--- src/rtl/bcd2bin_iter.sv ---
// Iterative BCD-to-binary converter using reverse double-dabble: one right
// shift per SHIFT cycle, with a per-digit "subtract 3 if >= 8" in between.
module bcd2bin_iter #(
  parameter int DIGITS = 5,
  parameter int BIN_W  = 17
) (
  input  logic                  clk,
  input  logic                  resetn,
  input  logic                  start,
  input  logic                  abort,
  input  logic [4*DIGITS-1:0]   bcd_in,
  output logic [BIN_W-1:0]      bin_out,
  output logic                  busy,
  output logic                  done,
  output logic                  err
);

  localparam int BCD_W  = 4 * DIGITS;
  localparam int WORK_W = BCD_W + BIN_W;
  localparam int CNT_W  = $clog2(BIN_W + 1);

  typedef enum logic [1:0] {
    IDLE,
    SHIFT,
    ADJ,
    DONE
  } state_t;

  state_t              state_q, state_d;
  logic [WORK_W-1:0]   work_q,  work_d;
  logic [CNT_W-1:0]    cnt_q,   cnt_d;
  logic [BIN_W-1:0]    bin_q,   bin_d;
  logic                err_q,   err_d;
  logic                bad_digit;

  // Any operand nibble outside 0..9 flags the whole operand as invalid.
  always_comb begin
    bad_digit = 1'b0;
    for (int d = 0; d < DIGITS; d++) begin
      if (bcd_in[4*d +: 4] > 4'd9) bad_digit = 1'b1;
    end
  end

  always_comb begin
    // NOTE: every variable gets its default first so no path can infer a latch.
    state_d = state_q;
    work_d  = work_q;
    cnt_d   = cnt_q;
    bin_d   = bin_q;
    err_d   = err_q;

    unique case (state_q)
      IDLE: begin
        // abort outranks start, so a simultaneous request is dropped.
        if (start && !abort) begin
          work_d  = {bcd_in, {BIN_W{1'b0}}};
          cnt_d   = CNT_W'(BIN_W);
          err_d   = bad_digit;
          state_d = SHIFT;
        end
      end

      SHIFT: begin
        if (abort) begin
          state_d = IDLE;
        end else begin
          work_d = work_q >> 1;
          cnt_d  = cnt_q - 1'b1;
          if (cnt_q == CNT_W'(1)) begin
            // Capture on the way into DONE so bin_out is valid with the pulse.
            bin_d   = work_d[BIN_W-1:0];
            state_d = DONE;
          end else begin
            state_d = ADJ;
          end
        end
      end

      ADJ: begin
        if (abort) begin
          state_d = IDLE;
        end else begin
          for (int d = 0; d < DIGITS; d++) begin
            if (work_q[BIN_W + 4*d +: 4] >= 4'd8)
              work_d[BIN_W + 4*d +: 4] = work_q[BIN_W + 4*d +: 4] - 4'd3;
          end
          state_d = SHIFT;
        end
      end

      DONE: state_d = IDLE;

      default: state_d = IDLE;
    endcase
  end

  // NOTE: state uses non-blocking assignments so every register samples pre-edge values.
  always_ff @(posedge clk or negedge resetn) begin
    if (!resetn) begin
      // NOTE: the working register is reset too, since it must read zero after reset.
      state_q <= IDLE;
      work_q  <= '0;
      cnt_q   <= '0;
      bin_q   <= '0;
      err_q   <= 1'b0;
    end else begin
      state_q <= state_d;
      work_q  <= work_d;
      cnt_q   <= cnt_d;
      bin_q   <= bin_d;
      err_q   <= err_d;
    end
  end

  assign bin_out = bin_q;
  assign err     = err_q;
  assign busy    = (state_q != IDLE);
  assign done    = (state_q == DONE);

endmodule
--- config.mk ---
export PLATFORM = sky130hd
export DESIGN_NAME = bcd2bin_iter
export DESIGN_NICKNAME = d
export VERILOG_FILES = /design/src/rtl/bcd2bin_iter.sv
export SDC_FILE = /design/constraint.sdc
export NUM_CORES = 1
export LEC_CHECK = 0
export CORE_ASPECT_RATIO = 0.5
export CORE_MARGIN = 5
export CORE_UTILIZATION = 50
export CTS_CLUSTER_SIZE = 24
export DETAILED_ROUTE_END_ITERATION = 10
export PLACE_DENSITY = 0.77
export SKIP_CTS_REPAIR_TIMING = 1
export SKIP_LAST_GASP = 1
export SLEW_MARGIN = 20
export SYNTH_ARGS = -nofsm -noshare
export SYNTH_HDL_FRONTEND = slang
export SYNTH_SLANG_ARGS = --single-unit
--- constraint.sdc ---
create_clock -name clk -period 1.9 [get_ports clk]
set_clock_uncertainty 0.15 [all_clocks]
set_input_delay 0.38 -clock clk [delete_from_list [all_inputs] [get_ports clk]]
set_output_delay 0.38 -clock clk [all_outputs]
set_load 0.02 [all_outputs]
==> impl_metrics.json, run 1 <==
{
  "status": "complete, but fails checks",
  "violations": "setup timing",
  "clk_pin_slew_ns": 0.05,
  "start_kind": "flop",
  "syn-cell-area_mm2": 0.00326,
  "post-route-drc-count": 0,
  "yosysTopAreaCellShare_pct": 46.8,
  "synth_cells": 314,
  "finalHoldViolCount": 0,
  "wirelength_um": 7720,
  "vias_per_cell": 5.57,
  "row_count": 20,
  "htreeDepth": 3,
  "async_flop_share_pct": 100,
  "worst_r2r_endpoint": "work_q[34]$_DFFE_PN0P_",
  "synth_edf_count": 0,
  "num-fill-cells": 462,
  "r2r-start": "state_q[0]$_DFFE_PN0P_",
  "ff2ff_setup_slack_ns": -0.08,
  "max_freq_mhz": 505,
  "final_antenna_net_count": 0,
  "syn_to_final_growth_pct": 32.5,
  "coreArea_mm2": 0.00621,
  "rsz0062_at_grt": "yes",
  "die_h_um": 67.1,
  "clockRootBuffer": "clkbuf_16",
  "power.leakage_nw": 2.02,
  "tightest_slew_ns": 0.488,
  "cts_buffers": 9,
  "dieWidth_um": 124,
  "yosysTopAreaCell": "dfrtp_1",
  "gp_congestion": 0.852,
  "power.total_mw": 6.68,
  "hp-start": "bin_out[16]$_DFFE_PN0P_",
  "critPathKind": "flop to flop",
  "ys_ff_latch": 61,
  "yosysMostFrequentCell": "dfrtp_1",
  "nets": 420,
  "cap_viol_max_count": 0,
  "ys_seq_area_share_pct": 46.8,
  "ys_warn_count": 0,
  "synth_area_per_cell_um2": 10.4,
  "worstPathRequired_ns": 1.99,
  "grt_pass1_wl_um": 11900,
  "dp_hpwl_um": 4970,
  "clock_latency_ns": 0.33,
  "initial_core_util_pct": 52.5,
  "worst_hold_slack_ns": 0.325,
  "setup_ws_ns": -0.0808,
  "multi_input_area_mm2": 0.00161,
  "min_path_cells": 2,
  "arrival_ns": 2.08,
  "antenna_found_initial": 0,
  "num_antenna_cells": 0,
  "irDropWorstVdd_uv": 623,
  "synth_top_cells_by_count": "61 x dfrtp_1, 31 x nand2_1, 27 x nor2_1",
  "drtPass1Iterations": 4,
  "ys_types": 44,
  "period_minus_slack_ns": 1.98,
  "first_iter_violations": 199,
  "synth_nets": 354,
  "design_area_mm2": 0.00432,
  "cts_buffer_depth": 2,
  "min_path_type": "flop to flop",
  "portBuffers": 43,
  "overflow": 0,
  "die_area_mm2": 0.00833,
  "grt_max_degree": 29,
  "grt_use_total_pct": 18.7,
  "num_vias": 2630,
  "avgRoutedWirePerCell_um": 16.3,
  "crit_path_start": "state_q[0]$_DFFE_PN0P_",
  "cp_max_fo": 7,
  "place_area_mm2": 0.00388,
  "power_density_mw_per_mm2": 1550,
  "finalCritPeriodShare_pct": 104,
  "holdPathEnd": "bin_out[16]$_DFFE_PN0P_",
  "setup_viol": 35,
  "reg2reg_depth": 7,
  "synth_flop_cell": "dfrtp_1",
  "pin_count": 44,
  "grt_pass1_vias": 2569,
  "cts_num_sinks": 61,
  "yosys-top-cells-area": "dfrtp_1 47%, ha_1 6.1%, a22o_1 4.3%",
  "drive_gt1_share_pct": 19.5,
  "end_kind": "flop",
  "relSlewSlack_pct": 67.4,
  "cts_tree": "done",
  "regArea_mm2": 0.00153,
  "finalMaxSlewViolations": 0
}
==> layer usage <==
metal / vias up / GRT usage, % / part of all wire, %
li1: 1243 / - / -
met1: 1311 / 22.5 / 43
met2: 62 / 31.5 / 50
met3: 14 / 5.43 / 4.2
met4: 0 / 8.05 / 2.1
met5: - / 0 / 0
==> state kept, by name, indices dropped and copies added (netlist names) <==
name	count
work_q	36
cnt_q	5
bin_out	17
state_q	2
err	1
==> cell type report <==
class	instances	area share (%)
multi-input combinational	216	37.2
sequential	61	35.4
clock buffer	11	5.85
clock inverter	4	1.10
tap	88	2.55
timing repair buffer	72	16.2
inverter	20	1.74
==> report_power, final <==
group | internal, mW | switching (mW) | leakage (nW)
clock network | 1.07 | 0.549 | 0.147
logic | 1.42 | 1.62 | 1.08
registers | 1.65 | 0.364 | 0.790
==> through the flow <==
stage / TNS [ns] / cells / utilization [%] / setup slack [ns]
CTS: -1.27 / 465 / 67.4 / -0.377
global placement: -10.33 / 450 / 62.6 / -0.238
finish: -0.519 / 472 / 69.6 / -0.0808
detailed placement: -11.61 / 450 / 62.6 / -0.325
global route: -3.39 / 472 / 69.6 / -0.127
floorplan: -0.126 / 314 / - / -0.0112
==> layout by cell type, fill, tap and decap left out, drive strengths merged, types with 4 or more instances in the layout <==
cell and instances:
nand2 31, buf 29, a22o 16, dfrtp 61, mux2i 7, a21oi 20
nor2 27, clkdlybuf4s50 40, inv 20, mux2 21, nor2b 4, a21boi 6
a31oi 4, o21ai 20, a22oi 9, clkbuf 11, ha 16, o32a 4
a21bo 4
==> cell families after synthesis <==
| family | after synthesis | synth area share, % |
|---|---|---|
| AND/OR/NAND/NOR | 76 | 10.7 |
| adder cells (fa/ha/maj) | 16 | 6.14 |
| AO/OA/AOI/OAI | 95 | 21.1 |
| buffers and inverters | 38 | 5.76 |
| multiplexers | 28 | 9.41 |
| flip-flops | 61 | 46.8 |
==> how the worst max path moves through the flow <==
stage                                         to  slack, ns  depth (start not counted)
after floorplan           work_q[10]$_DFFE_PN0P_      -0.01                          7
after global placement    work_q[34]$_DFFE_PN0P_      -0.24                          6
after detailed placement  work_q[34]$_DFFE_PN0P_      -0.33                          6
after CTS                                   busy      -0.38                          4
after global routing      work_q[34]$_DFFE_PN0P_      -0.13                          7
final                     work_q[34]$_DFFE_PN0P_      -0.08                          7
==> worst max-delay path, cell delays in order (launching register included) <==
cell	delay (ns)
dfrtp_2	0.45
inv_2	0.10
ha_4	0.18
and2b_4	0.21
a2bb2oi_4	0.27
buf_6	0.17
a21o_1	0.15
mux2i_1	0.21
No activity file was read; power rests on OpenSTA's default activity.
==> inputs of run 2 (changes only) <==
--- a/config.mk
+++ b/config.mk
@@ -5,10 +5,11 @@
 export SDC_FILE = /design/constraint.sdc
 export NUM_CORES = 1
 export LEC_CHECK = 0
+export ABC_AREA = 0
 export CORE_ASPECT_RATIO = 0.5
 export CORE_MARGIN = 5
 export CORE_UTILIZATION = 50
-export CTS_CLUSTER_SIZE = 24
+export CTS_CLUSTER_SIZE = 28
 export DETAILED_ROUTE_END_ITERATION = 10
 export PLACE_DENSITY = 0.77
 export SKIP_CTS_REPAIR_TIMING = 1
==> results of run 2 <==
Final layout, timing and power as in run 1 (identical DEF).
